### src/rtl/rb_sysbus_master_if.sv
// Command, response and register-bus signals of the RadioBox system-bus initiator.
// master: initiator view; slave: command source, response sink and bus target.
interface rb_sysbus_master_if;
    logic        cmd_vld;
    logic        cmd_rdy;
    logic        cmd_we;
    logic [31:0] cmd_addr;
    logic [31:0] cmd_wdata;
    logic [3:0]  cmd_sel;

    logic        rsp_vld;
    logic        rsp_rdy;
    logic [31:0] rsp_rdata;
    logic        rsp_err;
    logic        rsp_tout;

    logic [31:0] sys_addr;
    logic [31:0] sys_wdata;
    logic [3:0]  sys_sel;
    logic        sys_wen;
    logic        sys_ren;
    logic [31:0] sys_rdata;
    logic        sys_err;
    logic        sys_ack;

    modport master (
        input  cmd_vld, cmd_we, cmd_addr, cmd_wdata, cmd_sel, rsp_rdy,
               sys_rdata, sys_err, sys_ack,
        output cmd_rdy, rsp_vld, rsp_rdata, rsp_err, rsp_tout,
               sys_addr, sys_wdata, sys_sel, sys_wen, sys_ren
    );

    modport slave (
        output cmd_vld, cmd_we, cmd_addr, cmd_wdata, cmd_sel, rsp_rdy,
               sys_rdata, sys_err, sys_ack,
        input  cmd_rdy, rsp_vld, rsp_rdata, rsp_err, rsp_tout,
               sys_addr, sys_wdata, sys_sel, sys_wen, sys_ren
    );
endinterface

### src/rtl/rb_sysbus_master.sv
// RadioBox system-bus initiator: command FIFO feeding a strobe/ack bus engine.
// Optional WAIT timeout enabled by defining RB_SYSBUS_MASTER_TIMEOUT_EN.
module rb_sysbus_master #(
    parameter int unsigned FIFO_AW  = 3,
    parameter int unsigned TOUT_CYC = 255
) (
    input  logic                 clk_adc_125mhz,
    input  logic                 adc_rstn_i,
    rb_sysbus_master_if.master   bus,
    output logic                 busy,
    output logic [FIFO_AW:0]     fifo_level
);
    localparam int unsigned LW    = FIFO_AW + 1;
    localparam int unsigned DEPTH = 1 << FIFO_AW;

    if (TOUT_CYC < 2) begin : g_tout_chk
        $error("TOUT_CYC must be at least 2");
    end

    typedef struct packed {
        logic        we;
        logic [31:0] addr;
        logic [31:0] wdata;
        logic [3:0]  sel;
    } cmd_t;

    typedef enum logic [1:0] {
        ST_IDLE,
        ST_ISSUE,
        ST_WAIT,
        ST_RESP
    } state_t;

    state_t             state;
    cmd_t               mem [DEPTH];
    cmd_t               head;
    logic [FIFO_AW-1:0] wr_ptr;
    logic [FIFO_AW-1:0] rd_ptr;
    logic [LW-1:0]      level;
    logic [LW-1:0]      level_nxt;
    logic               push;
    logic               pop;
    logic               cmd_rdy;
    logic               cur_we;
    logic [31:0]        sys_addr;
    logic [31:0]        sys_wdata;
    logic [3:0]         sys_sel;
    logic               sys_wen;
    logic               sys_ren;
    logic               rsp_vld;
    logic [31:0]        rsp_rdata;
    logic               rsp_err;

`ifdef RB_SYSBUS_MASTER_TIMEOUT_EN
    localparam int unsigned TW = $clog2(TOUT_CYC);
    logic [TW-1:0]      tcnt;
    logic               rsp_tout;
    assign bus.rsp_tout = rsp_tout;
`else
    assign bus.rsp_tout = 1'b0;
`endif

    assign bus.cmd_rdy   = cmd_rdy;
    assign bus.rsp_vld   = rsp_vld;
    assign bus.rsp_rdata = rsp_rdata;
    assign bus.rsp_err   = rsp_err;
    assign bus.sys_addr  = sys_addr;
    assign bus.sys_wdata = sys_wdata;
    assign bus.sys_sel   = sys_sel;
    assign bus.sys_wen   = sys_wen;
    assign bus.sys_ren   = sys_ren;
    assign fifo_level    = level;

    // cmd_rdy is registered "not full", so a full FIFO refuses a push even when popping.
    always_comb begin
        push      = bus.cmd_vld && cmd_rdy;
        pop       = (state == ST_IDLE) && (level != '0);
        level_nxt = level + LW'(push) - LW'(pop);
        head      = mem[rd_ptr];
    end

    // Command FIFO storage, pointers and occupancy.
    always_ff @(posedge clk_adc_125mhz or negedge adc_rstn_i) begin
        if (!adc_rstn_i) begin
            for (int i = 0; i < int'(DEPTH); i++) mem[i] <= '0;
            wr_ptr  <= '0;
            rd_ptr  <= '0;
            level   <= '0;
            cmd_rdy <= 1'b0;
        end else begin
            if (push) begin
                mem[wr_ptr] <= cmd_t'{bus.cmd_we, bus.cmd_addr, bus.cmd_wdata, bus.cmd_sel};
                wr_ptr      <= wr_ptr + 1'b1;
            end
            if (pop) rd_ptr <= rd_ptr + 1'b1;
            level   <= level_nxt;
            cmd_rdy <= (level_nxt != LW'(DEPTH));
        end
    end

    // Transaction engine: one outstanding command, ack ignored outside WAIT.
    always_ff @(posedge clk_adc_125mhz or negedge adc_rstn_i) begin
        if (!adc_rstn_i) begin
            state     <= ST_IDLE;
            cur_we    <= 1'b0;
            sys_addr  <= '0;
            sys_wdata <= '0;
            sys_sel   <= '0;
            sys_wen   <= 1'b0;
            sys_ren   <= 1'b0;
            rsp_vld   <= 1'b0;
            rsp_rdata <= '0;
            rsp_err   <= 1'b0;
            busy      <= 1'b0;
`ifdef RB_SYSBUS_MASTER_TIMEOUT_EN
            tcnt      <= '0;
            rsp_tout  <= 1'b0;
`endif
        end else begin
            busy <= (level_nxt != '0) || (state != ST_IDLE);
            case (state)
                ST_IDLE: begin
                    if (pop) begin
                        sys_addr  <= head.addr;
                        sys_wdata <= head.wdata;
                        sys_sel   <= head.sel;
                        cur_we    <= head.we;
                        sys_wen   <= head.we;
                        sys_ren   <= !head.we;
                        busy      <= 1'b1;
                        state     <= ST_ISSUE;
                    end
                end
                ST_ISSUE: begin
                    sys_wen <= 1'b0;
                    sys_ren <= 1'b0;
`ifdef RB_SYSBUS_MASTER_TIMEOUT_EN
                    tcnt    <= '0;
`endif
                    state   <= ST_WAIT;
                end
                ST_WAIT: begin
                    if (bus.sys_ack) begin
                        rsp_rdata <= cur_we ? 32'h0 : bus.sys_rdata;
                        rsp_err   <= bus.sys_err;
                        rsp_vld   <= 1'b1;
`ifdef RB_SYSBUS_MASTER_TIMEOUT_EN
                        rsp_tout  <= 1'b0;
`endif
                        state     <= ST_RESP;
                    end
`ifdef RB_SYSBUS_MASTER_TIMEOUT_EN
                    else if (tcnt == TW'(TOUT_CYC - 1)) begin
                        rsp_rdata <= '0;
                        rsp_err   <= 1'b1;
                        rsp_tout  <= 1'b1;
                        rsp_vld   <= 1'b1;
                        state     <= ST_RESP;
                    end else begin
                        tcnt <= tcnt + 1'b1;
                    end
`endif
                end
                ST_RESP: begin
                    if (bus.rsp_rdy) begin
                        rsp_vld <= 1'b0;
                        busy    <= (level_nxt != '0);
                        state   <= ST_IDLE;
                    end
                end
                default: state <= ST_IDLE;
            endcase
        end
    end
endmodule
### src/flat_wrapper.sv
// flat-port wrapper written by rule: the top's interface ports become plain ports
module rb_sysbus_master_flat 
#(
    parameter int unsigned FIFO_AW  = 3,
    parameter int unsigned TOUT_CYC = 255
)
  (clk_adc_125mhz, adc_rstn_i, busy, fifo_level, bus_cmd_vld, bus_cmd_we, bus_cmd_addr, bus_cmd_wdata, bus_cmd_sel, bus_rsp_rdy, bus_sys_rdata, bus_sys_err, bus_sys_ack, bus_cmd_rdy, bus_rsp_vld, bus_rsp_rdata, bus_rsp_err, bus_rsp_tout, bus_sys_addr, bus_sys_wdata, bus_sys_sel, bus_sys_wen, bus_sys_ren);
  rb_sysbus_master_if bus_i ();
  input  logic clk_adc_125mhz;
  input  logic adc_rstn_i;
  output logic busy;
  output logic [FIFO_AW:0] fifo_level;
  input wire logic [$bits(bus_i.cmd_vld)-1:0] bus_cmd_vld;
  input wire logic [$bits(bus_i.cmd_we)-1:0] bus_cmd_we;
  input wire logic [$bits(bus_i.cmd_addr)-1:0] bus_cmd_addr;
  input wire logic [$bits(bus_i.cmd_wdata)-1:0] bus_cmd_wdata;
  input wire logic [$bits(bus_i.cmd_sel)-1:0] bus_cmd_sel;
  input wire logic [$bits(bus_i.rsp_rdy)-1:0] bus_rsp_rdy;
  input wire logic [$bits(bus_i.sys_rdata)-1:0] bus_sys_rdata;
  input wire logic [$bits(bus_i.sys_err)-1:0] bus_sys_err;
  input wire logic [$bits(bus_i.sys_ack)-1:0] bus_sys_ack;
  output wire logic [$bits(bus_i.cmd_rdy)-1:0] bus_cmd_rdy;
  output wire logic [$bits(bus_i.rsp_vld)-1:0] bus_rsp_vld;
  output wire logic [$bits(bus_i.rsp_rdata)-1:0] bus_rsp_rdata;
  output wire logic [$bits(bus_i.rsp_err)-1:0] bus_rsp_err;
  output wire logic [$bits(bus_i.rsp_tout)-1:0] bus_rsp_tout;
  output wire logic [$bits(bus_i.sys_addr)-1:0] bus_sys_addr;
  output wire logic [$bits(bus_i.sys_wdata)-1:0] bus_sys_wdata;
  output wire logic [$bits(bus_i.sys_sel)-1:0] bus_sys_sel;
  output wire logic [$bits(bus_i.sys_wen)-1:0] bus_sys_wen;
  output wire logic [$bits(bus_i.sys_ren)-1:0] bus_sys_ren;
  assign bus_i.cmd_vld = bus_cmd_vld;
  assign bus_i.cmd_we = bus_cmd_we;
  assign bus_i.cmd_addr = bus_cmd_addr;
  assign bus_i.cmd_wdata = bus_cmd_wdata;
  assign bus_i.cmd_sel = bus_cmd_sel;
  assign bus_i.rsp_rdy = bus_rsp_rdy;
  assign bus_i.sys_rdata = bus_sys_rdata;
  assign bus_i.sys_err = bus_sys_err;
  assign bus_i.sys_ack = bus_sys_ack;
  assign bus_cmd_rdy = bus_i.cmd_rdy;
  assign bus_rsp_vld = bus_i.rsp_vld;
  assign bus_rsp_rdata = bus_i.rsp_rdata;
  assign bus_rsp_err = bus_i.rsp_err;
  assign bus_rsp_tout = bus_i.rsp_tout;
  assign bus_sys_addr = bus_i.sys_addr;
  assign bus_sys_wdata = bus_i.sys_wdata;
  assign bus_sys_sel = bus_i.sys_sel;
  assign bus_sys_wen = bus_i.sys_wen;
  assign bus_sys_ren = bus_i.sys_ren;
  rb_sysbus_master #(.FIFO_AW(FIFO_AW), .TOUT_CYC(TOUT_CYC)) u_core (.clk_adc_125mhz(clk_adc_125mhz), .adc_rstn_i(adc_rstn_i), .bus(bus_i), .busy(busy), .fifo_level(fifo_level));
endmodule
### config.mk
export PLATFORM = sky130hd
export DESIGN_NAME = rb_sysbus_master_flat
export DESIGN_NICKNAME = d
export VERILOG_FILES = /design/src/rtl/rb_sysbus_master_if.sv /design/src/rtl/rb_sysbus_master.sv /design/src/flat_wrapper.sv
export SDC_FILE = /design/constraint.sdc
export NUM_CORES = 1
export LEC_CHECK = 0
export BUFFER_PORTS_ARGS = -buffer_cell sky130_fd_sc_hd__buf_4
export CORE_MARGIN = 2
export CORE_UTILIZATION = 60
export DETAILED_ROUTE_END_ITERATION = 10
export PLACE_DENSITY = 0.87
export REMOVE_ABC_BUFFERS = 1
export SYNTH_ARGS = -nofsm -noshare
export SYNTH_HDL_FRONTEND = slang
export SYNTH_SLANG_ARGS = --single-unit
### constraint.sdc
create_clock -name clk_adc_125mhz -period 4.65 [get_ports clk_adc_125mhz]
set_input_delay 0.93 -clock clk_adc_125mhz [delete_from_list [all_inputs] [get_ports clk_adc_125mhz]]
set_output_delay 0.93 -clock clk_adc_125mhz [all_outputs]
set_load 0.005 [all_outputs]
==> flow_summary.toml <==
[critical_path]
reg2reg_slack_ns = 1.59
rr_endpoint = "u_core.busy"
cp_data_arrival_time_ns = 3.51
startpoint = "u_core.state[0]"
critical_path_class = "flip-flop to flip-flop"
cp_max_fo = 8
cp-end-kind = "flip-flop"
r2r_cells = 12
rr_startpoint = "u_core.state[0]"
setup.worst_path.end = "u_core.busy"
required_ns = 5.10
crit_path_start_kind = "flip-flop"

[flow_run]
cap_viol_max_count = 0

[die]
rows = 81
dieHeight_um = 226
die_w_um = 226
initial_core_util_pct = 60.5
die_area_um2 = 50900
pin_count = 218
core_um2 = 48600

[clock_tree]
cts_sinks = 671
cts_setup_buffers = 0
cts.reportedPaths.clkPinSlew_ns = 0.06
cts.path.max_buffers = 3
post_cts_resize_count = 0
cts.hold.buffers_added = 0
clockRootBuffer = "clkbuf_16"
cts_buffers = 67
cts_tree = "built"
clk-insertion-delay-late_ns = 0.61
htree_num_levels = 3

[grt]
grt_use_total_pct = 27.3
antenna_found_initial = 6
grt_pass1_vias = 19347
grt_pass1_wl_mm = 108
grt_max_degree = 107
grt-ovfl-total = 0

[logic_synthesis]
synth_compound_area_share_pct = 4.42
synth-adder-area-share_pct = 0.493
ys_warn_count = 0
syn_avg_cell_area_um2 = 13.6
synthMuxAreaShare_pct = 30.8
synth_most_common_cell = "dfrtp_1"
seq_area_frac_synth_pct = 57.0
synth.distinct_cells = 40
synthSimpleGateAreaFrac_pct = 4.67
synth_area_um2 = 29500
async_flop_share_pct = 100
synth_top_area_cell = "dfrtp_1"
synth_cells = 2170
synth.area.top_cells = "dfrtp_1 (57%), mux2_2 (20%), mux2i_1 (9.4%), a22oi_1 (3.5%), nand2_1 (2.2%)"
synth-main-ff-cell = "dfrtp_1"
synth_top_area_share_pct = 57.0
synthTopCellsByCount = "dfrtp_1 (671), mux2_2 (511), mux2i_1 (276)"
synthXorXnorAreaFrac_pct = 0.149
synth_seq_cells = 671
synth_top_family_by_area = "multiplexers"
synth_edf_count = 0

[pwr]
power_density_nw_per_um2 = 761
leakage_nw = 15.8
ir_drop_uv = 534

[finish]
drive_above_1_share_pct = 37.8
multiInputGateArea_um2 = 12000
fillCellCount = 3228
finish.utilization_pct = 70.0
areaGrowthSynthToFinish_pct = 15.6
final-seq-area_um2 = 16800
num-nets-final = 2467
finalInstanceArea_um2 = 34000

[place]
hpwlAfterDp_mm = 38.5
io_buffers = 216
post_dp_cell_area_um2 = 31800
place.gp.congestion = 0.776

[run_status]
outcome = "complete, no violations"

[sta]
max_freq_mhz = 327
hold_viol = 0
slew_violations = 0
period_minus_slack_ns = 3.06
whs_ns = 0.418
skew_ns = 0.0162
rsz0062_at_grt = "no"
setup_viol = 0
fin_crit_sh_pct = 65.8
worst_pin_slew_ns = 1.16
relSlewSlack_pct = 22.5

[route]
drcViolationCount = 0
wirelength_mm = 68.5
vias_per_cell = 6.12
vias = 18500
drtPass1Iterations = 7
post_drt_wl_per_cell_um = 22.6
drt_iter0_drc = 1251
ant_nets = 0

[hold_path]
hp-class = "input pin to asynchronous set/reset pin"
[placed cells by master (no fill, tap or decap), types with 4 or more instances in the layout]
cell and instances:
nor2_4 4, nand3_1 69, mux2_2 511, nor2_1 4, clkbuf_16 69, nand2b_1 35
clkinv_2 15, bufinv_16 6, buf_4 242, a22oi_1 136, ha_1 10, nand2_1 176
dfrtp_1 670, inv_1 12, mux2i_1 276, mux2_1 35, xnor2_1 5, clkbuf_8 12
buf_12 15, mux2_4 10, o21ai_0 37, clkbuf_1 11
[worst min path at each step]
stage                                  from                       end  slack (ns)
floorplan                   u_core.mem[486]           u_core.mem[486]        0.46
global placement     u_core.bus.sys_addr[6]    u_core.bus.sys_addr[6]        0.47
detailed placement  u_core.bus.sys_addr[18]   u_core.bus.sys_addr[18]        0.46
CTS                              adc_rstn_i  u_core.bus.sys_wdata[21]        0.42
global route                     adc_rstn_i   u_core.bus.rsp_rdata[7]        0.49
finish                           adc_rstn_i           u_core.mem[206]        0.42
[cell type report]
class / instances / share of cell area [%]
clock buffer: 92 / 5.68
clock inverter: 29 / 0.989
tap: 622 / 2.29
inverter: 12 / 0.132
multi-input combinational: 1339 / 35.3
timing repair buffer: 258 / 6.26
antenna: 1 / 0.00735
sequential: 671 / 49.3
[logic make-up (layout without fill, tap and decap cells)]
logic type               count (synthesis)  after routing
XOR/XNOR                                 5              5
AND/OR/NAND/NOR                        305            305
other                                    1              2
adder cells (fa/ha/maj)                 11             11
AO/OA/AOI/OAI                          185            185
multiplexers                           832            832
flip-flops                             671            671
buffers and inverters                  160            391
[routing by layer]
metal / wire (um) / GRT usage [%] / vias to the layer above / part of all wire (%)
li1: - / - / 8134 / -
met1: 28900 / 36.1 / 9716 / 42
met2: 34300 / 46.1 / 524 / 50
met3: 3790 / 5.12 / 116 / 5.5
met4: 1440 / 8.67 / 10 / 2.1
met5: 64 / 0 / - / 0.093
[critical path, cell delays in order, from the launching register on]
cell      delay [ns]
dfrtp_1         0.41
inv_1           0.10
ha_1            0.32
a21boi_4        0.24
nand2_1         0.10
o21ai_0         0.10
ha_1            0.21
inv_1           0.07
fa_1            0.52
inv_1           0.06
or3_1           0.38
o32ai_1         0.22
o221ai_1        0.16
[registers in the layout, summed over array words and instances, names as in the netlist]
name / count
u_core.bus.sys_wdata: 32
u_core.mem: 552
u_core.wr_ptr: 3
u_core.rd_ptr: 3
u_core.bus.sys_ren: 1
u_core.busy: 1
u_core.cur_we: 1
u_core.bus.cmd_rdy: 1
u_core.bus.sys_addr: 32
u_core.bus.sys_sel: 4
u_core.bus.sys_wen: 1
u_core.bus.rsp_vld: 1
u_core.state: 2
u_core.bus.rsp_rdata: 32
u_core.fifo_level: 4
u_core.bus.rsp_err: 1
[power by group]
part	total, W	switching, W	internal (W)
Combinational	0.00981	0.00471	0.00510
Clock	0.00555	0.00228	0.00326
Sequential	0.0105	0.00174	0.00881
Total	0.0259	0.00873	0.0172
[stage by stage]
| stage | power [W] | setup TNS (ns) | cells | setup slack (ns) |
|---|---|---|---|---|
| after floorplan | 0.0170 | -369.08 | 2022 | -5.19 |
| after global placement | 0.0197 | 0 | 2902 | 1.64 |
| after detailed placement | 0.0203 | 0 | 2902 | 1.60 |
| after CTS | 0.0260 | 0 | 3023 | 1.63 |
| after global routing | 0.0274 | 0 | 3024 | 1.47 |
| final | 0.0259 | 0 | 3024 | 1.59 |
(Power assumes the default switching activity.)
